$ cat src/rtl/washing_machine_water_fill_controller.sv
// Water fill controller: latches a target level, opens the inlet valve
// until reached, settles, tops up a bounded number of times, reports.
// Ports: clk, reset (async, active-high), start, clear, target_level,
//   sensor_level in; inlet_valve, busy, fill_done, fault, fault_code,
//   latched_target out (all registered).
module washing_machine_water_fill_controller #(
  parameter logic [15:0] TIMEOUT_CYCLES = 16'd5000,
  parameter logic [7:0]  SETTLE_CYCLES  = 8'd8,
  parameter logic [9:0]  HYSTERESIS     = 10'd10,
  parameter logic [1:0]  MAX_REFILLS    = 2'd2
) (
  input  logic       clk,
  input  logic       reset,
  input  logic       start,
  input  logic       clear,
  input  logic [9:0] target_level,
  input  logic [9:0] sensor_level,
  output logic       inlet_valve,
  output logic       busy,
  output logic       fill_done,
  output logic       fault,
  output logic [1:0] fault_code,
  output logic [9:0] latched_target
);

  typedef enum logic [2:0] {
    IDLE,
    FILL,
    SETTLE,
    DONE,
    FAULT
  } state_t;

  state_t      state_q;
  logic [15:0] timer_q;
  logic [7:0]  settle_q;
  logic [1:0]  refill_q;
  logic        valve_q;
  logic        busy_q;
  logic        done_q;
  logic        fault_q;
  logic [1:0]  code_q;
  logic [9:0]  lt_q;

  logic        reached;
  logic        timed_out;
  logic        settle_last;
  logic [10:0] level_sum;
  logic        level_ok;

  assign reached     = sensor_level >= lt_q;
  assign timed_out   = timer_q >= (TIMEOUT_CYCLES - 16'd1);
  assign settle_last = settle_q == (SETTLE_CYCLES - 8'd1);
  // 11-bit sum so a high reading plus margin cannot wrap
  assign level_sum   = {1'b0, sensor_level} + {1'b0, HYSTERESIS};
  assign level_ok    = level_sum >= {1'b0, lt_q};

  always_ff @(posedge clk or posedge reset) begin
    if (reset) begin
      state_q  <= IDLE;
      timer_q  <= '0;
      settle_q <= '0;
      refill_q <= '0;
      valve_q  <= 1'b0;
      busy_q   <= 1'b0;
      done_q   <= 1'b0;
      fault_q  <= 1'b0;
      code_q   <= 2'b00;
      lt_q     <= '0;
    end else if (clear) begin
      state_q  <= IDLE;
      timer_q  <= '0;
      settle_q <= '0;
      refill_q <= '0;
      valve_q  <= 1'b0;
      busy_q   <= 1'b0;
      done_q   <= 1'b0;
      fault_q  <= 1'b0;
      code_q   <= 2'b00;
    end else begin
      unique case (state_q)
        IDLE: begin
          if (start) begin
            timer_q  <= '0;
            settle_q <= '0;
            refill_q <= '0;
            lt_q     <= target_level;
            if (target_level == 10'd0) begin
              state_q <= DONE;
              done_q  <= 1'b1;
            end else begin
              state_q <= FILL;
              valve_q <= 1'b1;
              busy_q  <= 1'b1;
            end
          end
        end
        FILL: begin
          // cumulative across refills, saturating
          if (timer_q != 16'hFFFF) timer_q <= timer_q + 16'd1;
          if (reached) begin
            state_q  <= SETTLE;
            valve_q  <= 1'b0;
            settle_q <= '0;
          end else if (timed_out) begin
            state_q <= FAULT;
            valve_q <= 1'b0;
            busy_q  <= 1'b0;
            fault_q <= 1'b1;
            code_q  <= 2'b01;
          end
        end
        SETTLE: begin
          if (settle_last) begin
            settle_q <= '0;
            if (level_ok) begin
              state_q <= DONE;
              busy_q  <= 1'b0;
              done_q  <= 1'b1;
            end else if (refill_q < MAX_REFILLS) begin
              state_q  <= FILL;
              refill_q <= refill_q + 2'd1;
              valve_q  <= 1'b1;
            end else begin
              state_q <= FAULT;
              busy_q  <= 1'b0;
              fault_q <= 1'b1;
              code_q  <= 2'b10;
            end
          end else begin
            settle_q <= settle_q + 8'd1;
          end
        end
        DONE: begin
          state_q <= DONE;
        end
        FAULT: begin
          state_q <= FAULT;
        end
        default: begin
          state_q <= IDLE;
          valve_q <= 1'b0;
          busy_q  <= 1'b0;
        end
      endcase
    end
  end

  assign inlet_valve    = valve_q;
  assign busy           = busy_q;
  assign fill_done      = done_q;
  assign fault          = fault_q;
  assign fault_code     = code_q;
  assign latched_target = lt_q;

endmodule

$ cat config.mk
export PLATFORM = sky130hd
export DESIGN_NAME = washing_machine_water_fill_controller
export DESIGN_NICKNAME = d
export VERILOG_FILES = /design/src/rtl/washing_machine_water_fill_controller.sv
export SDC_FILE = /design/constraint.sdc
export NUM_CORES = 1
export LEC_CHECK = 0
export CAP_MARGIN = 20
export CORE_AREA = 2 2 86 88
export CTS_BUF_LIST = sky130_fd_sc_hd__clkbuf_4 sky130_fd_sc_hd__clkbuf_8 sky130_fd_sc_hd__clkbuf_16
export CTS_CLUSTER_SIZE = 10
export DETAILED_ROUTE_END_ITERATION = 10
export DIE_AREA = 0 0 88 90
export GPL_TIMING_DRIVEN = 0
export HOLD_SLACK_MARGIN = 0.06
export PLACE_DENSITY = 0.66
export RECOVER_POWER = 100
export SYNTH_ARGS = -nofsm -noshare
export SYNTH_HDL_FRONTEND = slang
export SYNTH_SLANG_ARGS = --single-unit
$ cat constraint.sdc
create_clock -name clk -period 2.6 [get_ports clk]
set_clock_uncertainty 0.1 [all_clocks]
set_input_delay 0.78 -clock clk [delete_from_list [all_inputs] [get_ports clk]]
set_output_delay 0.78 -clock clk [all_outputs]
set_load 0.02 [all_outputs]
; Yosys cells after proc, flatten, opt, wreduce, memory -nomap -nowiden
; Cells that the tools add are included.
[word_totals]
ff_bits = 45
out_inout_bits = 16
wordCells = 115
[classes]
n_addsub = 4
order_cmp = 4
eq_ne = 21
mux = 59
bitwise = 1
n_reduce_logical = 16
[op_table]
columns = operator, count
row1 = 16-bit 2-to-1 mux, 3
row2 = 3-bit inequality test (second input constant), 12
row3 = 8-bit 2-to-1 mux, 4
row4 = 16-bit case mux with 2 select lines, 1
row5 = 1-bit 2-to-1 mux, 24
row6 = 2-bit 2-to-1 mux, 12
row7 = 8-bit case mux with 3 select lines, 1
row8 = 3-bit 2-to-1 mux, 7
row9 = 16-bit by 1-bit adder with 16-bit output (second input constant), 1
row10 = 16-bit by 13-bit >= comparator with 1-bit output (second input constant), 1
row11 = 16-bit inequality test (second input constant), 1
row12 = 3-bit case mux with 5 select lines, 1
row13 = 7-bit AND reduction, 2
row14 = 3-bit AND reduction, 4
row15 = 10-bit by 4-bit adder with 11-bit output (second input constant), 1
row16 = 11-bit by 10-bit >= comparator with 1-bit output, 1
row17 = 10-bit >= comparator, 1
row18 = 10-bit logical NOT, 1
row19 = 5-bit AND reduction, 2
row20 = 3-bit nonzero test, 3
row21 = 8-bit by 1-bit adder with 8-bit output (second input constant), 1
row22 = 8-bit by 3-bit == test with 1-bit output (second input constant), 1
row23 = 4-bit inequality test (second input constant), 2
row24 = 1-bit case mux with 4 select lines, 2
row25 = 13 further kinds, 16

; Longest topological paths before layout
[logic_depth]
depth_word = 6
depth_mapped = 10
ltp_nobuf = 10

; Worst setup path after synthesis
; OpenSTA, ideal clock, no wires.
[synth_timing]
kind = input -> register
startpoint = input port sensor_level[1]
endpoint = register busy_q (netlist: busy)
arrival_time_ns = 2.592
required_ns = 2.376
slack_ns = -0.216
cell_stages = 10
path_cell_list = ha_1 -> o21ai_0 -> xnor2_1 -> ha_1 -> nand2_1 -> o21ai_0 -> a21oi_1 -> o211ai_1 -> o32ai_1 -> a211o_1
[synth_between]
elab_chain_len = 6
[synth_lines]
columns = element, line
row1 = from (decl), 17  ; input logic [9:0] sensor_level,
row2 = 10-bit by 4-bit adder with 11-bit output, 55  ; assign level_sum = {1'b0, sensor_level} + {1'b0, HYSTERESIS};
row3 = 11-bit by 10-bit >= comparator with 1-bit output, 56  ; assign level_ok = level_sum >= {1'b0, lt_q};
row4 = 1-bit 2-to-1 mux, 116  ; if (level_ok) begin
row5 = 1-bit 2-to-1 mux, 114  ; if (settle_last) begin
row6 = 1-bit case mux with 4 select lines, 81  ; unique case (state_q)
row7 = 1-bit 2-to-1 mux, 70  ; end else if (clear) begin
row8 = to (signal assigned), 76  ; busy_q <= 1'b0;
row9 = to (signal assigned), 118  ; busy_q <= 1'b0;
row10 = to (signal assigned), 126  ; busy_q <= 1'b0;
row11 = to (decl), 39  ; logic busy_q;
; Parallel ways exist; a longest one is shown, timed or not. The select of a mux whose other input is x is not followed.
; A chain may end at the register's enable or synchronous reset.

; Final worst setup path
[layout_timing]
startpoint = input port sensor_level[1]
endpoint = register refill_q[0]
[layout_between]
elab_chain_len = 4
[layout_lines]
columns = element, line
row1 = 10-bit by 4-bit adder with 11-bit output, 55
row2 = 11-bit by 10-bit >= comparator with 1-bit output, 56
row3 = 3-bit inequality test (no line), -
row4 = 5-bit AND reduction (no line), -
row5 = to (signal assigned), 122  ; refill_q <= refill_q + 2'd1;
row6 = to (decl), 37  ; logic [1:0] refill_q;
; No other way between the ends.

==> flow_metrics.py <==
metrics = {
    "yosys": {
        "synthArstFlopShare_pct": 100,
        "synth_nets": 378,
        "synth_top_area_cell": "dfrtp_1",
        "synth_edf_count": 0,
        "synth_area_leaders": "dfrtp_1, ha_1, mux2_2",
        "yosysTopAreaCellShare_pct": 36.6,
        "synth-main-ff-cell": "dfrtp_1",
        "synthesis.area_mm2": 0.00308,
        "synth.yosys.seq_area_share_pct": 36.6,
        "synth_warnings": 0,
        "synth_seq_cells": 45,
        "ys_types": 66,
        "syn_area_per_cell_um2": 9.27,
        "netlist_instances": 332,
    },
    "run_status": {
        "outcome": "complete, but fails checks",
        "failed_checks": "negative setup slack",
    },
    "sta": {
        "finalWorstSetupSlack_ps": -24.3,
        "finalSetupViolations": 2,
        "min_period_ps": 2620,
        "layout_worst_path_cycle_share_pct": 101,
        "fmax_ghz": 0.381,
        "hold-worst-slack_ps": 416,
        "tightest_slew_ps": 843,
        "grt_setup_unrepaired": "true",
        "relSlewSlack_pct": 43.8,
        "finalHoldViolations": 0,
        "maxSlewViolCount": 0,
    },
    "setup_path": {
        "cp_max_fo": 5,
        "crit_chain": "buf_8, a21oi_4, nor2_1, xor2_1, ha_1, a21oi_2, o21ai_2, a21oi_2, o211ai_1, buf_4, buf_6, o211ai_1, o211ai_2",
        "setup.worst_path.class": "in2reg",
        "cp.required_ps": 2690,
        "slowest_delay_ps": 320,
        "endpoint_kind": "flip-flop",
        "reg2reg_depth": 8,
        "critPathLaunchType": "input pin",
        "slowest_stage": "ha_1",
        "arrival_ps": 2710,
        "r2r_slack_ps": 90,
    },
    "floorplan": {
        "coreArea_mm2": 0.00702,
        "die_height_um": 90,
        "io_pins": 40,
        "die_w_um": 88,
        "rows": 31,
        "start_util_pct": 43.9,
        "dieArea_mm2": 0.00792,
    },
    "final_layout": {
        "nets": 438,
        "design_area_mm2": 0.00405,
        "layout_commonest_cell": "dfrtp_1",
        "fillers": 612,
        "multi_input_area_mm2": 0.00206,
        "area_growth_pct": 31.4,
        "drive_gt1_share_pct": 22.9,
        "antenna_cells": 0,
        "seqCellArea_mm2": 0.00113,
        "final_cell_mix": "dfrtp_1, nor2_1, ha_1, inv_1, nand2_1",
    },
    "routing": {
        "firstDrtPassIters": 4,
        "vias_per_cell": 5.63,
        "wl_per_cell_um": 15.8,
        "drtIter0Drc": 206,
        "drc": 0,
        "via_count": 2772,
        "routed_wl_um": 7760,
        "ant_nets": 0,
    },
    "clock_network": {
        "cts_tree": "yes",
        "clkSinkCount": 45,
        "cts.clk_slew.worst_paths_ps": 90,
        "clock-root-buffer": "clkbuf_8",
        "clock_path_buffers": 2,
        "clk_latency_ps": 300,
        "cts_htree_levels": 2,
        "cts_buffers": 5,
    },
    "power": {
        "powerDensity_mw_per_mm2": 893,
        "p_leak_uw": 0.00177,
        "ir_drop_mv": 0.296,
    },
    "run": {
        "drv_cap": 0,
    },
    "global_route": {
        "gr-usage-all-layers_pct": 19.7,
        "grt_antenna_before_repair": 0,
        "grt_pass1_wl_um": 12500,
        "grt_max_degree": 33,
        "grt_overflow": 0,
        "first_global_vias": 2630,
    },
    "placement": {
        "io_buffers": 38,
        "placed_area_mm2": 0.00364,
        "gp_routability_congestion": 0.896,
        "hpwl_um": 5580,
    },
    "worst_hold_path": {
        "worst_hold_path.num_cells": 1,
        "worstHoldPathType": "reg2reg",
    },
}
[cell type report]
| type | count | share of cell area, % |
|---|---|---|
| buffer | 9 | 0.928 |
| clock buffer | 5 | 1.70 |
| clock inverter | 3 | 1.61 |
| inverter | 20 | 1.86 |
| multi-input combinational | 258 | 50.8 |
| sequential | 45 | 27.8 |
| tap | 99 | 3.06 |
| timing repair buffer | 53 | 12.2 |
[per-stage QoR]
step | util [%] | setup WS (ps) | power, uW | TNS, ps | std cells
after floorplan | - | 0.351 | 2090 | 0 | 332
after global placement | 51.6 | -1100 | 2630 | -37070 | 469
after detailed placement | 51.9 | -1120 | 2680 | -22940 | 470
after CTS | 56.9 | -79.5 | 3630 | -160 | 490
after global routing | 57.6 | -147 | 3860 | -777 | 492
final | 57.6 | -24.3 | 3610 | -42.2 | 492
[Yosys cell counts (all sizes together), types with 4 or more instances]
library cell,number
mux2,12
o21ai,13
or4,4
a21oi,20
inv,20
nor3,14
o211ai,6
nor2,34
nand3,7
nand4,10
xor2,15
and3,6
a31oi,5
clkbuf,6
ha,22
dfrtp,45
nand2,20
and4,4
xnor2,5
[path summary, 6_finish.rpt]
check	endpoint	startpoint
max	refill_q[0]	sensor_level[1]
max reg2reg	inlet_valve	state_q[1]
min	settle_q[0]	settle_q[0]
min in group asynchronous	timer_q[5]	reset
min reg2reg	settle_q[0]	settle_q[0]
max in group asynchronous	latched_target[7]	reset
[where the power goes]
group          switching [uW]  total, uW  internal [uW]
combinational            1120       1990            868
sequential                133        985            851
clock                     257        639            382
total                    1510       3610           2100
[registers in the layout (all words and copies together), names as in the netlist]
| register | flops |
|---|---|
| timer_q | 16 |
| settle_q | 8 |
| fault_code | 2 |
| fill_done | 1 |
| fault | 1 |
| state_q | 3 |
| busy | 1 |
| refill_q | 2 |
| inlet_valve | 1 |
| latched_target | 10 |
[worst max-delay path, delay by kind of cell]
kind            cells  cell delay (ps)
buf+inv             3              400
compound gates      7              990
xor+xnor            1              140
simple gates        1               70
fa+ha+maj           1              320
[metal layers]
| metal | vias to the layer above | routed length, um | GRT usage (%) |
|---|---|---|---|
| met5 | - | 0 | 0 |
| met4 | 0 | 126 | 5.38 |
| met3 | 9 | 301 | 2.94 |
| met2 | 61 | 3690 | 31.1 |
| met1 | 1338 | 3650 | 28.1 |
| li1 | 1364 | - | - |
[cell families (layout without fill, tap and decap cells)]
group	count (synthesis)	in the layout	synth area share, %
flops	45	45	36.6
compound gates	80	80	18.5
buf+inv	29	90	3.66
simple gates	123	123	21.9
xor+xnor	20	20	5.69
fa+ha+maj	22	22	8.94
mux	13	13	4.71
[timing repair]
action	CTS	global route
endpoints found under the setup margin	19	25
resized for setup	70	17
pin swaps	27	13
setup buffers	12	2
hold buffers	0	0
(Power assumes the default switching activity.)
